==> src/rtl/mc_pkg.sv <==
// mc_pkg: state, ALU-control, select and error encodings shared by the controller and its decoder
package mc_pkg;

   typedef enum logic [2:0] {
      S_IF   = 3'd0,
      S_ID   = 3'd1,
      S_EX   = 3'd2,
      S_MEM  = 3'd3,
      S_WB   = 3'd4,
      S_HALT = 3'd5
   } state_t;

   typedef enum logic [3:0] {
      ALU_ADDU = 4'b0000,
      ALU_SUBU = 4'b0001,
      ALU_ADD  = 4'b0010,
      ALU_SUB  = 4'b0011,
      ALU_AND  = 4'b0100,
      ALU_OR   = 4'b0101,
      ALU_XOR  = 4'b0110,
      ALU_NOR  = 4'b0111,
      ALU_LUI  = 4'b1000,
      ALU_SLTU = 4'b1010,
      ALU_SLT  = 4'b1011,
      ALU_SRA  = 4'b1100,
      ALU_SRL  = 4'b1101,
      ALU_SLL  = 4'b1110
   } aluc_t;

   typedef enum logic [3:0] {
      C_ALU, C_ALUI, C_BEQ, C_BNE, C_J, C_JAL, C_JR, C_LW, C_SW
   } cls_t;

   localparam logic [1:0] PC_4 = 2'd0, PC_BR = 2'd1, PC_J = 2'd2, PC_RS = 2'd3;
   localparam logic [1:0] WB_ALU = 2'd0, WB_DM = 2'd1, WB_PC4 = 2'd2;
   localparam logic [1:0] RD_RD = 2'd0, RD_RT = 2'd1, RD_31 = 2'd2;
   localparam logic       A_RS = 1'b0, A_SHAMT = 1'b1;
   localparam logic [1:0] B_RT = 2'd0, B_SEXT = 2'd1, B_ZEXT = 2'd2;
   localparam logic [1:0] ERR_NONE = 2'd0, ERR_ILL = 2'd1, ERR_TMO = 2'd2;

   typedef struct packed {
      cls_t       cls;
      aluc_t      aluc;
      logic       a_sel;
      logic [1:0] b_sel;
      logic       illegal;
   } dec_t;

endpackage

==> src/rtl/mc_decode.sv <==
// mc_decode: combinational op/func decode into instruction class, ALU control, operand selects and illegal flag
module mc_decode
   import mc_pkg::*;
#(
   parameter bit EN_SHIFTV = 1'b1
) (
   input  logic [5:0] op,
   input  logic [5:0] func,
   output dec_t       dec
);

   always_comb begin
      dec = '{C_ALU, ALU_ADDU, A_RS, B_RT, 1'b0};
      case (op)
         6'h00:
            case (func)
               6'h00: begin dec.aluc = ALU_SLL; dec.a_sel = A_SHAMT; end
               6'h02: begin dec.aluc = ALU_SRL; dec.a_sel = A_SHAMT; end
               6'h03: begin dec.aluc = ALU_SRA; dec.a_sel = A_SHAMT; end
               6'h04: begin dec.aluc = ALU_SLL; dec.illegal = !EN_SHIFTV; end
               6'h06: begin dec.aluc = ALU_SRL; dec.illegal = !EN_SHIFTV; end
               6'h07: begin dec.aluc = ALU_SRA; dec.illegal = !EN_SHIFTV; end
               6'h08: dec.cls = C_JR;
               6'h20: dec.aluc = ALU_ADD;
               6'h21: dec.aluc = ALU_ADDU;
               6'h22: dec.aluc = ALU_SUB;
               6'h23: dec.aluc = ALU_SUBU;
               6'h24: dec.aluc = ALU_AND;
               6'h25: dec.aluc = ALU_OR;
               6'h26: dec.aluc = ALU_XOR;
               6'h27: dec.aluc = ALU_NOR;
               6'h2A: dec.aluc = ALU_SLT;
               6'h2B: dec.aluc = ALU_SLTU;
               default: dec.illegal = 1'b1;
            endcase
         6'h02: dec = '{C_J,    ALU_ADDU, A_RS, B_RT,   1'b0};
         6'h03: dec = '{C_JAL,  ALU_ADDU, A_RS, B_RT,   1'b0};
         6'h04: dec = '{C_BEQ,  ALU_SUBU, A_RS, B_RT,   1'b0};
         6'h05: dec = '{C_BNE,  ALU_SUBU, A_RS, B_RT,   1'b0};
         6'h08: dec = '{C_ALUI, ALU_ADD,  A_RS, B_SEXT, 1'b0};
         6'h09: dec = '{C_ALUI, ALU_ADDU, A_RS, B_SEXT, 1'b0};
         6'h0A: dec = '{C_ALUI, ALU_SLT,  A_RS, B_SEXT, 1'b0};
         6'h0B: dec = '{C_ALUI, ALU_SLTU, A_RS, B_SEXT, 1'b0};
         6'h0C: dec = '{C_ALUI, ALU_AND,  A_RS, B_ZEXT, 1'b0};
         6'h0D: dec = '{C_ALUI, ALU_OR,   A_RS, B_ZEXT, 1'b0};
         6'h0E: dec = '{C_ALUI, ALU_XOR,  A_RS, B_ZEXT, 1'b0};
         6'h0F: dec = '{C_ALUI, ALU_LUI,  A_RS, B_ZEXT, 1'b0};
         6'h23: dec = '{C_LW,   ALU_ADDU, A_RS, B_SEXT, 1'b0};
         6'h2B: dec = '{C_SW,   ALU_ADDU, A_RS, B_SEXT, 1'b0};
         default: dec.illegal = 1'b1;
      endcase
   end

endmodule

==> src/rtl/mc_controller.sv <==
// mc_controller: multicycle MIPS-subset control FSM with memory-wait timeout, halt state and retired counter
module mc_controller
   import mc_pkg::*;
#(
   parameter int CNT_W     = 32,
   parameter int TMO       = 15,
   parameter bit EN_SHIFTV = 1'b1
) (
   input  logic             clk,
   input  logic             rst_n,
   input  logic [5:0]       op,
   input  logic [5:0]       func,
   input  logic             Z,
   input  logic             mem_ready,
   output logic             im_r,
   output logic             ir_we,
   output logic             pc_we,
   output logic             rf_w,
   output logic             dm_r,
   output logic             dm_w,
   output logic [3:0]       aluc,
   output logic [1:0]       pc_sel,
   output logic [1:0]       wb_sel,
   output logic [1:0]       rd_sel,
   output logic             alu_a_sel,
   output logic [1:0]       alu_b_sel,
   output logic [2:0]       state,
   output logic             instr_done,
   output logic             halted,
   output logic [1:0]       err,
   output logic [CNT_W-1:0] retired
);

   localparam logic [7:0] TMO_LAST = 8'(TMO - 1);

   dec_t             dec;
   state_t           state_q, state_d;
   logic [1:0]       err_q, err_d;
   logic [7:0]       wait_q, wait_d;
   logic [CNT_W-1:0] retired_q, retired_d;
   logic             taken, timeout;

   mc_decode #(.EN_SHIFTV(EN_SHIFTV)) u_decode (.op(op), .func(func), .dec(dec));

   assign taken   = (dec.cls == C_BEQ) ? Z : !Z;
   assign timeout = !mem_ready && wait_q == TMO_LAST;
   assign state   = state_q;
   assign err     = err_q;
   assign retired = retired_q;

   always_comb begin
      state_d    = state_q;
      err_d      = err_q;
      wait_d     = '0;
      im_r       = 1'b0;
      ir_we      = 1'b0;
      pc_we      = 1'b0;
      rf_w       = 1'b0;
      dm_r       = 1'b0;
      dm_w       = 1'b0;
      aluc       = 4'b0000;
      pc_sel     = PC_4;
      wb_sel     = WB_ALU;
      rd_sel     = RD_RD;
      alu_a_sel  = A_RS;
      alu_b_sel  = B_RT;
      instr_done = 1'b0;
      halted     = 1'b0;
      case (state_q)
         S_IF: begin
            im_r = 1'b1;
            // strobes stay quiet while reset is held so only im_r shows
            if (mem_ready && rst_n) begin
               ir_we   = 1'b1;
               pc_we   = 1'b1;
               state_d = S_ID;
            end else if (!mem_ready) begin
               wait_d  = wait_q + 8'd1;
               state_d = timeout ? S_HALT : S_IF;
               err_d   = timeout ? ERR_TMO : err_q;
            end
         end
         S_ID:
            if (dec.illegal) begin
               state_d = S_HALT;
               err_d   = ERR_ILL;
            end else begin
               pc_we      = dec.cls == C_J || dec.cls == C_JR || dec.cls == C_JAL;
               pc_sel     = (dec.cls == C_JR) ? PC_RS : pc_we ? PC_J : PC_4;
               instr_done = dec.cls == C_J || dec.cls == C_JR;
               state_d    = instr_done ? S_IF : (dec.cls == C_JAL) ? S_WB : S_EX;
            end
         S_EX: begin
            aluc      = dec.aluc;
            alu_a_sel = dec.a_sel;
            alu_b_sel = dec.b_sel;
            if (dec.cls == C_BEQ || dec.cls == C_BNE) begin
               pc_we      = taken;
               pc_sel     = taken ? PC_BR : PC_4;
               instr_done = 1'b1;
               state_d    = S_IF;
            end else begin
               state_d = (dec.cls == C_LW || dec.cls == C_SW) ? S_MEM : S_WB;
            end
         end
         S_MEM: begin
            dm_r = dec.cls == C_LW;
            dm_w = dec.cls == C_SW;
            if (mem_ready) begin
               instr_done = dm_w;
               state_d    = dm_r ? S_WB : S_IF;
            end else begin
               wait_d  = wait_q + 8'd1;
               state_d = timeout ? S_HALT : S_MEM;
               err_d   = timeout ? ERR_TMO : err_q;
            end
         end
         S_WB: begin
            rf_w       = 1'b1;
            wb_sel     = (dec.cls == C_JAL) ? WB_PC4 : (dec.cls == C_LW) ? WB_DM : WB_ALU;
            rd_sel     = (dec.cls == C_JAL) ? RD_31 : (dec.cls == C_LW || dec.cls == C_ALUI) ? RD_RT : RD_RD;
            instr_done = 1'b1;
            state_d    = S_IF;
         end
         S_HALT: halted = 1'b1;
         default: state_d = S_IF;
      endcase
      retired_d = retired_q + CNT_W'(instr_done);
   end

   always_ff @(posedge clk or negedge rst_n) begin
      if (!rst_n) begin
         state_q   <= S_IF;
         err_q     <= ERR_NONE;
         wait_q    <= '0;
         retired_q <= '0;
      end else begin
         state_q   <= state_d;
         err_q     <= err_d;
         wait_q    <= wait_d;
         retired_q <= retired_d;
      end
   end

endmodule
==> config.mk <==
export PLATFORM = sky130hd
export DESIGN_NAME = mc_controller
export DESIGN_NICKNAME = d
export VERILOG_FILES = /design/src/rtl/mc_pkg.sv /design/src/rtl/mc_decode.sv /design/src/rtl/mc_controller.sv
export SDC_FILE = /design/constraint.sdc
export NUM_CORES = 1
export LEC_CHECK = 0
export ABC_AREA = 1
export CELL_PAD_IN_SITES_DETAIL_PLACEMENT = 1
export CELL_PAD_IN_SITES_GLOBAL_PLACEMENT = 1
export CORE_ASPECT_RATIO = 0.75
export CORE_UTILIZATION = 38
export CTS_CLUSTER_SIZE = 10
export DETAILED_ROUTE_END_ITERATION = 12
export PLACE_DENSITY = 0.92
export SLEW_MARGIN = 20
export SYNTH_ARGS = -nofsm -noshare
export SYNTH_HDL_FRONTEND = slang
export SYNTH_SLANG_ARGS = --single-unit
==> constraint.sdc <==
create_clock -name clk -period 5 [get_ports clk]
set_input_delay 1 -clock clk [delete_from_list [all_inputs] [get_ports clk]]
set_output_delay 1 -clock clk [all_outputs]
set_load 0.03 [all_outputs]
# == Word-level counts from Yosys, hierarchy flattened ==
# Cells that the tools add are included.
# word_totals
in_bits,16
register_bits,45
out_inout_bits,58
mem_count,0
elab_cells,134
latch_bits,0
ram_bits,0
mem_bits_ro,0
# classes
n_eq_ne,47
shift,0
n_mul,0
addsub,2
mux,57
bitwise_logic,1
n_div,0
n_reduce_logical,23
n_lt_le_gt_ge,0
# op_table
op,count
$pmux 9 s15,1
$eq 6x6->1 const B,12
$eq 6x4->1 const B,9
$pmux 4 s12,1
$mux 3,12
$add 32x1->32,1
$eq 6x3->1 const B,5
$eq 6x2->1 const B,4
$mux 2,12
$mux 1,20
$reduce_or 17->1,1
$eq 4x3->1 const B,4
$mux 8,2
$pmux 8 s2,1
$pmux 3 s5,1
$reduce_or 14->1,1
$logic_not 6->1,2
$add 8x1->8 const B,1
$eq 4x2->1 const B,2
$eq 8x4->1 const B,1
$pmux 2 s2,2
$eq 3x2->1 const B,2
$eq 3x3->1 const B,2
$pmux 2 s3,1
other kinds (21),30

# == Longest topological paths before layout ==
# Gate-level depths: netlist (run 1).
# logic_depth
depth_word,11
mapped_depth,18

# == Hierarchy ==
# A second synthesis (run 1) with hierarchy kept.
# hier_totals
hier_cells,482
area_unflattened_um2,3231.8
# by_module_without_submodules
mod,cells_per_inst,instances,area_each_um2
mc_controller,369,1,2690.1
mc_decode,113,1,541.8

# == Worst setup path before layout (run 1) ==
# Ideal clock, no wire load.
# synth_timing
path_type,input-to-reg
from,input op[5]
to,register retired_q[26] (netlist: retired[26])
path_slack_ps,1065
path_stages,16
setup_time_ps,135
t_arrival_ps,3799
n_path_buf,0
path_cell_list,inv_1 > nor2_1 > nand3_1 > nor3_1 > nand2_1 > nand3_1 > ha_1 > ha_1 > nand3_2 > nor2_4 > nand2_2 > nor2_4 > nand2_4 > nor2_4 > nand4_1 > xnor2_1
# synth_between
elab_chain_len,7
word_cells_on_any_way,30
classes_between,add/sub: 1; eq/ne: 19; mux: 6; reduce/logical: 4
# synth_rtl
element,line,source
start: declaration,mc_controller.sv:11,"input logic [5:0] op,"
$eq 6x6->1 (tied with other cells),mc_decode.sv:14,case (op)
$pmux 9 s15,mc_decode.sv:14,
$eq 4x2->1 or $eq 4x3->1 (tied branches),"mc_controller.sv:97, mc_controller.sv:90",
$logic_or 1x1->1 (on tied branches),"mc_controller.sv:97, mc_controller.sv:90",
$mux 1 (on tied branches),"mc_controller.sv:97, mc_controller.sv:84",
$pmux 1 s4 *,mc_controller.sv:69,case (state_q)
named net instr_done,mc_controller.sv:28,"output logic instr_done,"
$add 32x1->32 *,mc_controller.sv:128,retired_d = retired_q + CNT_W'(instr_done);
named net retired_d[26],mc_controller.sv:40,"logic [CNT_W-1:0] retired_q, retired_d;"
end signal: assignment,mc_controller.sv:141,retired_q <= retired_d;
end: declaration,mc_controller.sv:40,
# The timed path passes the listed nets; every way through them passes the cells marked *.
# A chain may end at the register's enable or synchronous reset.

# == Worst setup path in the final report (run 1) ==
# layout_timing
from,input op[3]
to,output rd_sel[0]
# layout_between
elab_chain_len,7
word_cells_on_any_way,23
classes_between,eq/ne: 17; mux: 4; reduce/logical: 2
# layout_rtl
element,line,source
$eq 6x6->1 (tied with other cells),mc_decode.sv:14,
$pmux 9 s15 *,mc_decode.sv:14,
$eq 4x3->1 or $eq 4x1->1 (tied branches),mc_controller.sv:121,rd_sel = (dec.cls == C_JAL) ? RD_31 : (dec.cls == C_LW || dec.cls == C_ALUI) ? RD_RT : RD_RD;
$logic_or 1x1->1,mc_controller.sv:121,
$mux 1,mc_controller.sv:121,
$mux 2 *,mc_controller.sv:121,
$mux 2 *,mc_controller.sv:69,
end: declaration,mc_controller.sv:24,"output logic [1:0] rd_sel,"
# Every way passes the cells marked *; elsewhere a longest branch is shown, timed or not.

==> results of run 1 <==
## power breakdown
group | leakage [nW] | internal (mW) | switching, mW
clock | 0.0554 | 0.150 | 0.129
combinational | 1.02 | 0.0187 | 0.0360
sequential | 0.603 | 0.364 | 0
total | 1.68 | 0.533 | 0.165
## per-layer routing
layer / GRT usage [%] / wire, um / vias up / part of all wire, %
met4: 3.478 / 44 / 0 / 0.50
li1: - / - / 1379 / -
met3: 3.464 / 374 / 4 / 4.2
met5: 0 / 0 / - / 0
met1: 33.22 / 4250 / 1420 / 48
met2: 40.07 / 4205 / 78 / 47
## worst register-to-register path, cell delays in order, from the launching register on
cell,delay [ns]
dfrtp_1,0.47
inv_1,0.07
nor3_1,0.29
inv_1,0.24
nor2_1,0.22
nor2_1,0.08
nand3_1,0.12
ha_1,0.22
ha_1,0.21
nand3_2,0.12
nor2_4,0.18
nand2_2,0.11
nor2_4,0.14
nand2_4,0.10
nor3_4,0.16
nand2_2,0.07
xnor2_1,0.12
## state kept, by name (all words and copies together) (netlist names)
register  flops
err           2
retired      32
state         3
wait_q        8
## stage by stage
stage / worst slack [ns] / hold WS, ns / utilization [%]
after floorplan: 1.065 / 0.4546 / -
after global placement: 0.7604 / 0.4601 / 52.48
after detailed placement: 0.6872 / 0.4701 / 52.48
after CTS: 0.6798 / 0.4871 / 54.06
after global routing: 0.5096 / 0.5087 / 54.06
final: 0.6368 / 0.4812 / 54.06
## synthesized netlist by cell type, drive strengths merged
master,count,area share [%]
buf,2,0.53
a211oi,2,0.53
o21ai,5,0.88
a41oi,1,0.31
xnor2,13,4.0
a21oi,11,1.9
xor2,19,5.9
and3,4,0.88
ha,4,1.8
nand3b,1,0.26
o21bai,1,0.26
a31oi,1,0.22
nand2,78,11
a32o,1,0.35
a31o,1,0.31
nor4,4,0.88
nor2,67,10
nand3,34,6.7
nor3,18,3.9
nand4,18,4.0
dfrtp,45,40
inv,40,5.3
## area by class of cell
cell class              instances  area [um^2]  area share (%)
clock buffers                   6        72.57           1.910
clock inverters                 2        38.79           1.021
inverters                      40        150.1           3.953
multi-input cells             283         1548           40.74
flip-flops and latches         45         1126           29.64
well taps                      98        122.6           3.228
repair buffers                 75        740.7           19.50
## worst paths after layout
path / start / to / cells past startpoint
hold reg to reg: retired[31] / retired[31] / 1
setup / recovery: op[3] / rd_sel[0] / 11
hold / removal: retired[31] / retired[31] / 1
min in group asynchronous: rst_n / retired[27] / 2
max in group asynchronous: rst_n / err[1] / 2
setup reg to reg: state[1] / retired[28] / 16
## logic make-up after synthesis
family	Yosys count	synth area share [%]
and+or+nand+nor	224	38.08
DFF	45	39.67
buffers and inverters	42	5.818
xor gates and xnor gates	32	9.872
AOI/OAI and AO/OA	23	4.804
adders and majority gates	4	1.763
==> out/qor.csv, run 1 <==
stage,metric,value,unit
placement,# port buffers,73,
yosys,post-synth cell types,31,
cells_and_area,filler-free cell count of the finished design,549,
floorplanning,Rows,26,
sta,Final min period,4.363,ns
setup_path,Worst setup SP type,input pin,
clock_tree,cts hold-fix bufs,0,
floorplanning,die height,76.86,um
pwr,P_leak,1.681,nW
clock_tree,clk slew on worst S/H paths,0.09,ns
clock_tree,Clock Root Buffer,clkbuf_8,
route,DR pass1 iterations,4,
yosys,Mapped Cells,370,
clock_tree,CTS tree,done,
setup_path,WP buf/inv,4,
sta,max-slew violation count,0,
route,DR vias,2881,
cells_and_area,fillers,898,
setup_path,FF-to-FF setup slack,1.97,ns
grt,pin count of the biggest net entering global routing,46,
cells_and_area,share of cells above drive strength 1,8.869,%
sta,Fmax,0.2292,GHz
cells_and_area,most frequent cells in the layout,"nand2_1, clkdlybuf4s50_1, nor2_1",
clock_tree,Post-CTS Setup Bufs,0,
placement,DPL Wire Length,7246,um
clock_tree,Worst-Skew Late Latency,0.30,ns
floorplanning,area of the core,7027,um^2
floorplanning,full die area,7824,um^2
pwr,worst vdd ir,100.8,uV
route,Detailed Route WL,8875,um
yosys,Synth Net Count,390,
sta,final hold vios,0,
setup_path,CP Max Fanout,5,
clock_tree,Max Root-Sink Buffers,2,
floorplanning,DIE WIDTH,101.8,um
placement,placed cell area,3687,um^2
cells_and_area,final net count,470,
sta,Finish-stage setup viols,0,
clock_tree,Resize count post-CTS,0,
setup_path,slowest CP cell,clkdlybuf4s50_1,
flow_run,max cap viols,0,
pwr,Tot Pwr,0.6977,mW
setup_path,crit path cell chain,"clkdlybuf4s50_1, inv_2, nand2_2, nor2_1, nand2_2, inv_2, a21oi_1, nor2_1, nand2_1, a21oi_1, clkdlybuf4s50_1",
grt,vias in the first global route,2921,
yosys,synthesized area per cell,7.673,um^2
floorplanning,I/O pin count,74,
setup_path,"CP delay by family, top",buffers and inverters,
floorplanning,initial core utilization,40.40,%
cells_and_area,P&R area growth vs syn,33.80,%
clock_tree,H-tree depth,2,
setup_path,WP data required,4.00,ns
sta,worst clock skew,0.01118,ns
route,DR iter-0 viols,107,
placement,Placed Cells,541,
yosys,post-synthesis sequential area ratio,39.67,%
sta,worst slew pin tran,0.5817,ns
sta,RSZ-0062 raised after global routing,false,
sta,setup TNS,0,ns
grt,first-pass GRT wire length,14680,um
grt,total global-route track usage,23.95,%
cells_and_area,antenna fix cells,0,
grt,GR Overflow Total,0,
clock_tree,CTS Sinks,45,
yosys,"FF+latch count, synth",45,
placement,routability cong.,0.9934,
route,ANT nets after route,0,
cells_and_area,Final Instance Area,3799,um^2
route,post-DR vias/cell,5.248,
route,drt drc,0,
setup_path,Setup crit end kind,output pin,
route,DR WL/cell,16.17,um
sta,final worst path period share,87.26,%
grt,initial antenna violation count,0,
sta,relative slew slack,61.22,%
outcome,run status,completed,
clock_tree,Num CTS Buffers,5,
setup_path,CP Class,in2out,
worst_hold_path,HP Class,reg2reg,
yosys,yosys warns,0,
yosys,Synth Cell Area,2839,um^2
pwr,PD cells,183.7,nW/um^2
setup_path,Critical Path AT,3.36,ns
setup_path,"slowest stage delay, CP",0.69,ns
(Power assumes the default switching activity.)
==> run 2, diff against run 1 <==
Settings changed: CAP_MARGIN set to 15.
Clock period 5 ns to 5.1 ns, I/O delays scaled along.
==> run 2 against run 1 <==
Against the previous run:
- via count grew 0.69%
- sequential power shrank 2%
- worst hold slack gained 0.011 ns
- count of clock-buffer cells in the layout is the same
- flip-flop and latch count is the same
- critical path depth shrank 1
- global-route usage grew 0.54 points
- critical endpoint is now aluc[0]
- final cell count is the same
- highest routed layer unchanged
- wire length grew 2.9%
==> out/qor.csv, run 2 (synthesis gave the netlist of run 1 again) <==
stage,metric,value,unit
floorplanning,I/O pin count,74,
floorplanning,full die area,7824,um^2
clock_tree,Max Root-Sink Buffers,2,
sta,worst slew pin tran,0.5924,ns
sta,worst clock skew,0.01367,ns
pwr,Tot Pwr,0.6896,mW
setup_path,Setup crit end kind,output pin,
setup_path,WP data required,4.08,ns
sta,hold slack,0.4927,ns
clock_tree,Resize count post-CTS,0,
setup_path,CP Class,in2out,
setup_path,Worst setup SP type,input pin,
route,drt drc,0,
sta,Finish-stage setup viols,0,
sta,fin worst setup slack,0.6149,ns
route,DR pass1 iterations,4,
floorplanning,initial core utilization,40.40,%
cells_and_area,antenna fix cells,0,
cells_and_area,Util after Layout,54.06,%
grt,GR Overflow Total,0,
route,post-DR vias/cell,5.284,
grt,initial antenna violation count,0,
pwr,worst vdd ir,95.73,uV
cells_and_area,P&R area growth vs syn,33.80,%
pwr,PD cells,181.5,nW/um^2
sta,final worst path period share,87.94,%
placement,placed cell area,3687,um^2
floorplanning,DIE WIDTH,101.8,um
grt,pin count of the biggest net entering global routing,46,
clock_tree,Post-CTS Setup Bufs,0,
clock_tree,Num CTS Buffers,5,
cells_and_area,max FFs per register,32,
cells_and_area,share of cells above drive strength 1,8.869,%
clock_tree,clk slew on worst S/H paths,0.08,ns
setup_path,Worst setup startpoint,op[4],
outcome,run status,completed,
floorplanning,Rows,26,
setup_path,CP Max Fanout,11,
clock_tree,CTS Sinks,45,
cells_and_area,final net count,470,
placement,Setup WS pre-CTS,0.6909,ns
worst_hold_path,HP Class,reg2reg,
cells_and_area,Final Instance Area,3799,um^2
pwr,P_leak,1.681,nW
worst_hold_path,min-delay src,wait_q[0],
floorplanning,die height,76.86,um
clock_tree,cts hold-fix bufs,0,
clock_tree,Worst-Skew Late Latency,0.31,ns
sta,setup TNS,0,ns
cells_and_area,filler-free cell count of the finished design,549,
route,Detailed Route WL,9133,um
cells_and_area,most frequent cells in the layout,"nand2_1, clkdlybuf4s50_1, nor2_1",
placement,# port buffers,73,
clock_tree,Clock Root Buffer,clkbuf_8,
floorplanning,area of the core,7027,um^2
route,DR WL/cell,16.64,um
sta,Fmax,0.2230,GHz
placement,Placed Cells,541,
clock_tree,CTS tree,done,
grt,first-pass GRT wire length,14870,um
sta,Final min period,4.485,ns
route,DR vias,2901,
route,ANT nets after route,0,
placement,routability cong.,0.9904,
grt,vias in the first global route,3032,
setup_path,Critical Path AT,3.47,ns
flow_run,max cap viols,0,
placement,DPL Wire Length,7333,um
setup_path,origin of the critical flop-to-flop path,state[1],
clock_tree,H-tree depth,2,
sta,relative slew slack,60.14,%
grt,total global-route track usage,24.49,%
route,DR iter-0 viols,122,
sta,max-slew violation count,0,
sta,final hold vios,0,
sta,RSZ-0062 raised after global routing,false,
run 2: cell counts in the layout (fill, tap and decap cells not counted):
Identical to the previous run, type by type.
run 2: per-layer routing:
metal / up-vias / GRT usage, % / share of wire, %
li1: 1380 / - / -
met5: - / 0 / 0
met4: 0 / 6.812 / 1.5
met3: 17 / 3.920 / 5.6
met1: 1419 / 33.37 / 45
met2: 85 / 39.86 / 48
run 2: cell type report:
cell class / count / area (um^2)
Clock inverter: 2 / 38.79
Clock buffer: 6 / 72.57
Fill cell: 900 / 3228
Sequential cell: 45 / 1126
Tap cell: 98 / 122.6
Inverter: 40 / 150.1
Multi-Input combinational cell: 283 / 1548
Timing Repair Buffer: 75 / 740.7
run 2: path summary, 6_finish.rpt:
check	slack, ns	endpoint	cells after the start
setup reg to reg	2.10	retired[28]	16
hold / removal	0.49	wait_q[0]	1
max in group asynchronous	3.84	wait_q[1]	2
setup / recovery	0.61	aluc[0]	10
min in group asynchronous	0.85	retired[3]	2
hold reg to reg	0.49	wait_q[0]	1
run 2: worst max-delay path, cell delays in order:
cell and delay (ns):
clkdlybuf4s50_1 0.42, nor2_1 0.11, buf_4 0.18, inv_1 0.09, nor4_1 0.46, a21oi_1 0.10
o21ai_1 0.25, nor2_1 0.06, nor2_1 0.09, clkdlybuf4s50_1 0.69
run 2: where the power goes:
group          internal [mW]  switching, mW
Combinational         0.0183         0.0349
Sequential             0.356              0
Clock                  0.147          0.133
Total                  0.522          0.167
